--- src/rtl/icache_direct.sv ---
// Direct-mapped read-only instruction cache with a 4-word line fill over a req/ack handshake.
// Define ICACHE_STATS_EN to add the hit_count/miss_count statistics ports.
module icache_direct #(
  parameter int unsigned WORD_SIZE  = 16,
  parameter int unsigned NUM_SETS   = 4,
  parameter int unsigned LINE_WORDS = 4
) (
  input  logic                      clk,
  input  logic                      reset_n,
  input  logic                      cpu_read,
  input  logic [WORD_SIZE-1:0]      cpu_addr,
  output logic [WORD_SIZE-1:0]      cpu_data,
  output logic                      cpu_ready,
  input  logic                      flush,
  output logic                      mem_read,
  output logic [WORD_SIZE-1:0]      mem_addr,
  input  logic [4*WORD_SIZE-1:0]    mem_line,
  input  logic                      mem_ack
`ifdef ICACHE_STATS_EN
  ,
  output logic [WORD_SIZE-1:0]      hit_count,
  output logic [WORD_SIZE-1:0]      miss_count
`endif
);

  localparam int unsigned OFF_W = $clog2(LINE_WORDS);
  localparam int unsigned IDX_W = $clog2(NUM_SETS);
  localparam int unsigned TAG_W = WORD_SIZE - OFF_W - IDX_W;

  localparam logic [1:0] S_IDLE    = 2'd0;
  localparam logic [1:0] S_FILL    = 2'd1;
  localparam logic [1:0] S_INSTALL = 2'd2;

  logic [1:0]           r_state;
  logic [1:0]           w_next_state;
  logic [NUM_SETS-1:0]  r_valid;
  logic [TAG_W-1:0]     r_tag  [NUM_SETS];
  logic [WORD_SIZE-1:0] r_data [NUM_SETS][LINE_WORDS];
  logic [TAG_W-1:0]     r_fill_tag;
  logic [IDX_W-1:0]     r_fill_idx;
  logic                 r_fill_kill;
  logic                 r_mem_read;
  logic [WORD_SIZE-1:0] r_mem_addr;
  logic [WORD_SIZE-1:0] r_last_data;

  logic [OFF_W-1:0]     w_off;
  logic [IDX_W-1:0]     w_idx;
  logic [TAG_W-1:0]     w_tag;
  logic                 w_lookup;
  logic                 w_match;
  logic                 w_hit;
  logic                 w_miss;
  logic                 w_install;
  logic [WORD_SIZE-1:0] w_hit_data;

  assign w_off      = cpu_addr[OFF_W-1:0];
  assign w_idx      = cpu_addr[OFF_W+IDX_W-1:OFF_W];
  assign w_tag      = cpu_addr[WORD_SIZE-1:OFF_W+IDX_W];
  assign w_lookup   = (r_state == S_IDLE) && cpu_read && !flush;
  assign w_match    = r_valid[w_idx] && (r_tag[w_idx] == w_tag);
  assign w_hit      = w_lookup && w_match;
  assign w_miss     = w_lookup && !w_match;
  assign w_hit_data = r_data[w_idx][w_off];
  // A flush seen at any point of the fill (including the ack cycle) drops the returning line
  assign w_install  = (r_state == S_FILL) && mem_ack && !flush && !r_fill_kill;

  // Hit data is forwarded combinationally; otherwise the last delivered word is held
  assign cpu_ready = w_hit;
  assign cpu_data  = w_hit ? w_hit_data : r_last_data;
  assign mem_read  = r_mem_read;
  assign mem_addr  = r_mem_addr;

  // State register
  always_ff @(posedge clk or negedge reset_n) begin
    if (!reset_n) begin
      r_state <= S_IDLE;
    end else begin
      r_state <= w_next_state;
    end
  end

  // Next-state logic
  always_comb begin
    w_next_state = r_state;
    case (r_state)
      S_IDLE:    if (w_miss) w_next_state = S_FILL;
      S_FILL:    if (mem_ack) w_next_state = S_INSTALL;
      S_INSTALL: w_next_state = S_IDLE;
      default:   w_next_state = S_IDLE;
    endcase
  end

  // Valid bits, fill bookkeeping and memory request
  always_ff @(posedge clk or negedge reset_n) begin
    if (!reset_n) begin
      r_valid     <= '0;
      r_fill_tag  <= '0;
      r_fill_idx  <= '0;
      r_fill_kill <= 1'b0;
      r_mem_read  <= 1'b0;
      r_mem_addr  <= '0;
      r_last_data <= '0;
    end else begin
      if (w_hit) begin
        r_last_data <= w_hit_data;
      end
      if (flush) begin
        r_valid <= '0;
      end else if (w_install) begin
        r_valid[r_fill_idx] <= 1'b1;
      end
      if (r_state == S_FILL) begin
        if (flush) r_fill_kill <= 1'b1;
      end else begin
        r_fill_kill <= 1'b0;
      end
      if (w_miss) begin
        r_fill_tag <= w_tag;
        r_fill_idx <= w_idx;
        r_mem_read <= 1'b1;
        r_mem_addr <= {w_tag, w_idx, {OFF_W{1'b0}}};
      end else if ((r_state == S_FILL) && mem_ack) begin
        r_mem_read <= 1'b0;
      end
    end
  end

  // Tag and data arrays carry no reset; valid bits gate their use
  always_ff @(posedge clk) begin
    if (w_install) begin
      r_tag[r_fill_idx] <= r_fill_tag;
      for (int k = 0; k < LINE_WORDS; k++) begin
        r_data[r_fill_idx][k] <= mem_line[k*WORD_SIZE +: WORD_SIZE];
      end
    end
  end

`ifdef ICACHE_STATS_EN
  logic [WORD_SIZE-1:0] r_hit_count;
  logic [WORD_SIZE-1:0] r_miss_count;

  // Free-running wrap-around statistics
  always_ff @(posedge clk or negedge reset_n) begin
    if (!reset_n) begin
      r_hit_count  <= '0;
      r_miss_count <= '0;
    end else begin
      if (w_hit)  r_hit_count  <= r_hit_count + WORD_SIZE'(1);
      if (w_miss) r_miss_count <= r_miss_count + WORD_SIZE'(1);
    end
  end

  assign hit_count  = r_hit_count;
  assign miss_count = r_miss_count;
`endif

endmodule

--- config.mk ---
export PLATFORM = sky130hd
export DESIGN_NAME = icache_direct
export DESIGN_NICKNAME = d
export VERILOG_FILES = /design/src/rtl/icache_direct.sv
export SDC_FILE = /design/constraint.sdc
export NUM_CORES = 1
export LEC_CHECK = 0
export BUFFER_PORTS_ARGS = -buffer_cell sky130_fd_sc_hd__buf_4
export CORE_ASPECT_RATIO = 0.7
export CORE_UTILIZATION = 53
export DETAILED_ROUTE_END_ITERATION = 8
export HOLD_SLACK_MARGIN = 0.02
export PLACE_DENSITY = 0.75
export SLEW_MARGIN = 20
export SYNTH_ARGS = -nofsm -noshare
export SYNTH_HDL_FRONTEND = slang
export SYNTH_SLANG_ARGS = --single-unit
--- constraint.sdc ---
create_clock -name clk -period 7.4 [get_ports clk]
set_clock_uncertainty 0.15 [all_clocks]
set_input_delay 0.37 -clock clk [delete_from_list [all_inputs] [get_ports clk]]
set_output_delay 0.37 -clock clk [all_outputs]
set_load 0.01 [all_outputs]
==> results.py, run 1 <==
metrics = {
    "synthesis": {
        "synth_cell_types": 35,
        "ys_seq_area_share_pct": 76.7,
        "netlist_area_um2": 13100,
        "synth_edf_count": 304,
        "synth.avg_cell_area_um2": 23.8,
        "syn_inst": 553,
        "synthFlopType": "edfxtp_1",
        "ys_warn_count": 0,
        "ys_seq_elements": 342,
        "async_reset_ff_share_pct": 11.1,
    },
    "drt": {
        "vias": 6220,
        "wire_per_inst_um": 22.6,
        "vias_per_cell": 5.62,
        "drt-initial-drc-count": 462,
        "routed_wl_mm": 25.0,
        "ant_nets": 0,
        "drtPass1Iterations": 4,
        "drc": 0,
    },
    "floorplanning": {
        "start_util_pct": 54.8,
        "std_cell_rows": 47,
        "die_area_um2": 25400,
        "die_height_um": 134,
        "io_pins": 119,
        "die-width_um": 190,
        "design.core.area_um2": 24000,
    },
    "clock_tree": {
        "cts-buffers-inserted": 30,
        "postCtsSetupBuffers": 0,
        "cts_tree": "built",
        "cts_root_buffer": "clkbuf_16",
        "cts_resized": 0,
        "clockBufferDepth": 3,
        "clkSinkCount": 342,
        "cts_hold_buffers": 79,
        "clk_latency_ns": 0.54,
        "clkSlewWorstSetupHoldPaths_ns": 0.07,
        "h-tree-depth": 1,
    },
    "timing": {
        "worstMarginPinSlew_ns": 0.948,
        "hold_viol": 0,
        "drv_slew": 0,
        "setup_viol": 0,
        "rsz0062_at_grt": "false",
        "relSlewSlack_pct": 36.8,
        "fin_tns_setup_ns": 0,
        "fmax_mhz": 258,
        "final.min_clock_period_ns": 3.88,
        "min_period_over_period_pct": 52.4,
    },
    "worst_setup_path": {
        "cp_slowest_cell": "mux4_2",
        "r2r_slack_ns": 4.59,
        "required_ns": 6.88,
        "crit_path_frequent_cell": "buf_4",
        "startpoint_type": "input pin",
        "crit_chain": "buf_4, mux4_2, xnor2_1, nand4_1, a21oi_4, nand4b_4, mux2_4, buf_4",
        "slowest_delay_ns": 0.61,
        "critPathKind": "input pin to output port",
        "cp-end-kind": "output port",
        "cp_max_fo": 39,
        "arrival_ns": 3.36,
    },
    "place": {
        "hpwl_mm": 14.2,
        "place_area_um2": 14400,
        "port_buffers": 116,
        "globalplace.congestion": 0.726,
    },
    "global_route": {
        "grt_max_degree": 78,
        "grt.overflow.total": 0,
        "grt_pass1_wl_mm": 38.9,
        "grt.total_usage_pct": 20.5,
        "grt_pass1_vias": 6884,
        "antenna_found_initial": 0,
    },
    "pwr": {
        "p_switching_mw": 0.845,
        "pwr-share-seq_pct": 53.7,
        "comb_power_share_pct": 7.7,
        "p_sw_share_pct": 20.4,
        "finalPower_mw": 4.15,
        "p_leak_nw": 5.70,
        "powerDensity_nw_per_um2": 256,
        "intPower_mw": 3.30,
        "p_clk_share_pct": 38.6,
        "ir_drop_v": 0.000200,
    },
    "layout": {
        "design_area_um2": 16200,
        "mostFrequentLayoutCell": "edfxtp_1",
        "utilization_pct": 67.5,
        "n_antenna_cell": 0,
        "drive_above_1_share_pct": 38.2,
        "area_growth_pct": 23.3,
        "final_nets": 849,
        "mostFrequentLayoutCells": "edfxtp_1, buf_4, mux4_2",
    },
    "min_path": {
        "hold_class": "input pin to async pin",
    },
    "flow_run": {
        "cap_violations": 0,
    },
    "status": {
        "status": "completed",
    },
}
final timing paths:
kind,startpoint,cells past startpoint,end
min,reset_n,2,r_last_data[4]
max reg2reg,r_tag[0][9],6,r_last_data[7]
max in group asynchronous,reset_n,2,r_last_data[3]
min in group clk,cpu_addr[3],2,mem_addr[3]
min reg2reg,r_valid[1],2,r_valid[1]
max,cpu_addr[2],8,cpu_data[11]
registers in the layout, summed over array words and instances (netlist names):
name         cells
r_data         256
r_tag           48
r_last_data     16
r_fill_tag      12
r_valid          4
r_state          2
mem_addr         1
mem_read         1
r_fill_idx       1
r_fill_kill      1
logic make-up (layout without fill, tap and decap cells):
group	after synthesis	in the layout	share of synthesized area, %
buf+inv	28	262	1.31
flops	342	342	76.7
compound gates	8	8	0.667
other cells	1	2	0.0285
simple gates	29	29	1.28
xor+xnor	15	15	1.00
mux	130	130	19.0
routing by layer:
layer	global-route usage, %	part of all wire, %	vias up
met3	3.08	5.6	35
met1	28.8	43	3285
met4	4.53	1.6	0
li1	-	-	2729
met2	34.4	50	171
met5	0	0	-
worst max-delay path, delay by kind of cell:
| family | cells | cell delay (ns) |
|---|---|---|
| muxes | 2 | 1.11 |
| buffers and inverters | 2 | 0.73 |
| and+or+nand+nor | 2 | 0.73 |
| AOI/OAI and AO/OA | 1 | 0.25 |
| xor gates and xnor gates | 1 | 0.17 |
synthesized netlist by cell type (all sizes together) (2+ instances only):
cell	number	area share, %
clkbuf	2	0.057
nor2	13	0.37
nand2	3	0.086
and3	2	0.10
edfxtp	304	69
inv	2	0.057
mux2	31	3.2
buf	24	1.2
mux4	87	15
mux2i	12	0.91
nor3	2	0.076
xor2	4	0.27
nand4	2	0.095
xnor2	11	0.73
dfrtp	38	7.2
o21ai	2	0.076
stage by stage:
| stage | setup slack [ns] | hold slack, ns | instances |
|---|---|---|---|
| floorplan | 0.368 | -0.0756 | 554 |
| global placement | 3.51 | 0.253 | 969 |
| detailed placement | 3.44 | 0.263 | 971 |
| finish | 3.52 | 0.215 | 1106 |
| CTS | 3.43 | 0.228 | 1106 |
| global route | 3.29 | 0.248 | 1106 |
power groups by stage:
stage / clock [mW] / combinational, mW / sequential (mW)
finish: 1.60 / 0.320 / 2.23
global route: 1.70 / 0.343 / 2.23
CTS: 1.62 / 0.324 / 2.23
detailed placement: 0 / 0.287 / 2.27
global placement: 0 / 0.277 / 2.26
floorplan: 0 / 0.149 / 2.27
area by class of cell:
cell class | instances | area [um^2]
clock buffer | 39 | 846
clock inverter | 17 | 181
fill | 1555 | 7790
inverter | 2 | 7.51
multi-input combinational | 184 | 2910
sequential | 342 | 10100
tap | 318 | 398
timing repair buffer | 204 | 1770
(Power assumes the default switching activity.)
==> run 2: changes to the inputs <==
- ABC_AREA: not set -> 1
- CORE_UTILIZATION: 53 -> 55
- PLACE_DENSITY: 0.75 -> 0.74
- clock period: 7.4 -> 3.6 ns (I/O delays scaled with it)
==> run 2 against run 1 <==
  * Design area grew 2.9%
  * Sequential share of layout area shrank 1.8 points
  * Setup slack lost 3.3 ns
  * Utilization grew 1.8 points
  * Non-clock buffer count grew 10
  * Synthesized area grew 4.3%
  * Hold slack lost 0.11 ns
  * Critical path type unchanged
==> results.py, run 2 <==
metrics = {
    "synthesis": {
        "yosys-top-cells-area": "edfxtp_1, dfrtp_1, nor2_1",
        "syn_inst": 1126,
        "yosysMostFrequentCell": "edfxtp_1",
        "netlist_area_um2": 13700,
        "ys_top_cells_by_count": "edfxtp_1, nor2_1, nand2_1",
        "synth_edf_count": 304,
        "synth_cell_types": 24,
        "synthFlopType": "edfxtp_1",
        "synth.avg_cell_area_um2": 12.2,
        "ys_seq_elements": 342,
        "synth_top_area_cell": "edfxtp_1",
        "synth.top_cell.area_share_pct": 66.6,
        "ys_seq_area_share_pct": 73.6,
        "ys_warn_count": 0,
        "async_reset_ff_share_pct": 11.1,
    },
    "place": {
        "dp.cells": 1506,
        "hpwl_mm": 17.9,
        "pre_cts_ws_ns": 0.711,
        "globalplace.congestion": 0.813,
        "port_buffers": 116,
    },
    "pwr": {
        "ir_drop_v": 0.000421,
        "p_leak_nw": 6.22,
        "powerDensity_nw_per_um2": 516,
    },
    "layout": {
        "largest_reg_flops": 256,
        "final_nets": 1387,
        "mostFrequentLayoutCells": "edfxtp_1, nor2_1, nand2_1",
        "largestRegisters": "r_data: 256 flops, r_tag: 48 flops, r_last_data: 16 flops",
        "utilization_pct": 69.3,
        "drive_above_1_share_pct": 14.2,
        "stdcell_count": 1644,
        "area_growth_pct": 21.7,
        "largest-register": "r_data",
        "mostFrequentLayoutCell": "edfxtp_1",
    },
    "status": {
        "status": "completed",
    },
    "floorplanning": {
        "io_pins": 119,
        "die_area_um2": 25600,
        "std_cell_rows": 47,
        "start_util_pct": 57.0,
        "die_height_um": 134,
        "die-width_um": 191,
        "design.core.area_um2": 24100,
    },
    "min_path": {
        "hold_class": "input pin to flop",
        "hp-start": "cpu_addr[1]",
    },
    "clock_tree": {
        "cts-buffers-inserted": 30,
        "cts_tree": "built",
        "cts_root_buffer": "clkbuf_16",
        "clkSlewWorstSetupHoldPaths_ns": 0.06,
        "clk_latency_ns": 0.56,
        "postCtsSetupBuffers": 0,
        "h-tree-depth": 1,
        "clockBufferDepth": 3,
        "clkSinkCount": 342,
    },
    "worst_setup_path": {
        "rr_startpoint": "r_state[1]",
        "arrival_ns": 3.01,
        "critPathKind": "input pin to output port",
        "startpoint_type": "input pin",
        "crit_end": "cpu_data[2]",
        "startpoint": "cpu_addr[3]",
        "reg2regPathDepth": 6,
        "reg2reg_to": "r_data[1][59]",
        "required_ns": 3.27,
        "r2r_slack_ns": 1.24,
        "cp-end-kind": "output port",
        "cp_max_fo": 99,
    },
    "global_route": {
        "grt.total_usage_pct": 25.5,
        "antenna_found_initial": 0,
        "grt_pass1_wl_mm": 49.5,
        "grt.overflow.total": 0,
        "grt_max_degree": 143,
        "grt_pass1_vias": 9013,
    },
    "timing": {
        "drv_slew": 0,
        "hold_viol": 0,
        "setup_viol": 0,
        "worstMarginPinSlew_ns": 0.793,
        "min_period_over_period_pct": 92.8,
        "relSlewSlack_pct": 47.1,
        "setup_ws_ns": 0.258,
        "rsz0062_at_grt": "false",
        "hold_slack_ns": 0.109,
        "fmax_mhz": 299,
        "final.min_clock_period_ns": 3.34,
    },
    "drt": {
        "drt-initial-drc-count": 1067,
        "vias_per_cell": 5.68,
        "drc": 0,
        "drtPass1Iterations": 5,
        "ant_nets": 0,
        "routed_wl_mm": 32.0,
        "vias": 9331,
        "wire_per_inst_um": 19.5,
    },
    "flow_run": {
        "cap_violations": 0,
    },
}
==> run 2: changes by cell type after synthesis, moves of 15 or more <==
cell,delta
o21ai_0,+128
nand2_1,+176
nand4_1,+15
o211ai_1,+61
nor2_1,+198
mux2_4,-18
inv_1,+18
clkbuf_1,+36
nand3_1,+74
mux4_2,-87
==> run 2: worst max-delay path, stage by stage <==
cell	delay [ns]
dlygate4sd3_1	0.52
buf_4	0.21
buf_12	0.39
nand3_1	0.18
nand3b_1	0.12
nand2_1	0.05
nor2_1	0.10
nand2_1	0.10
nor2_4	0.40
nand3_4	0.32
nand2_1	0.17
nand2_1	0.09
buf_4	0.15
==> run 2: timing repair <==
action                                 CTS  global route
hold buffers                            82             0
resized for setup                        0             0
endpoints found under the hold margin  315             0
==> run 2: power by group <==
| part | internal, mW | switching (mW) |
|---|---|---|
| registers | 4.47 | 0.0866 |
| logic | 0.291 | 0.439 |
| clock network | 1.93 | 1.39 |
==> run 2: worst min path at each step <==
stage                      endpoint  cells past startpoint
floorplan               mem_addr[3]                      0
global placement      r_fill_tag[4]                      1
detailed placement    r_fill_tag[4]                      1
CTS                 r_last_data[12]                      5
global route         r_last_data[9]                      5
finish              r_last_data[12]                      5
==> run 2: stage by stage <==
stage / TNS, ns / power, mW / cell area (um^2)
5_1_grt: 0 / 8.86 / 16700
3_3_place_gp: 0 / 5.27 / 14800
2_1_floorplan: -248.82 / 4.96 / 13700
4_1_cts: 0 / 8.63 / 16700
6_report: 0 / 8.61 / 16700
3_5_place_dp: 0 / 5.29 / 14800
==> run 2: area by class of cell <==
type | instances | area, um^2
sequential | 342 | 10100
fill | 1648 | 7380
multi-input combinational | 692 | 3240
timing repair buffer | 214 | 1850
clock buffer | 38 | 802
tap | 318 | 398
clock inverter | 17 | 210
inverter | 22 | 85.1
antenna | 1 | 2.50
==> run 2: routing by layer <==
| layer | part of all wire [%] | vias up | global-route usage (%) | wire length (um) |
|---|---|---|---|---|
| met2 | 46 | 400 | 39.0 | 14600 |
| met5 | 0 | - | 0 | 0 |
| met1 | 44 | 4527 | 38.6 | 14200 |
| met4 | 2.3 | 0 | 6.84 | 728 |
| li1 | - | 4354 | - | - |
| met3 | 7.8 | 50 | 3.74 | 2500 |
==> run 2: logic make-up (layout without fill, tap and decap cells) <==
| kind of cell | after synthesis | after routing | share of synthesized area (%) |
|---|---|---|---|
| other cells | 1 | 3 | 0.0274 |
| flops | 342 | 342 | 73.6 |
| buf+inv | 93 | 291 | 3.09 |
| simple gates | 497 | 497 | 15.1 |
| compound gates | 193 | 193 | 8.18 |
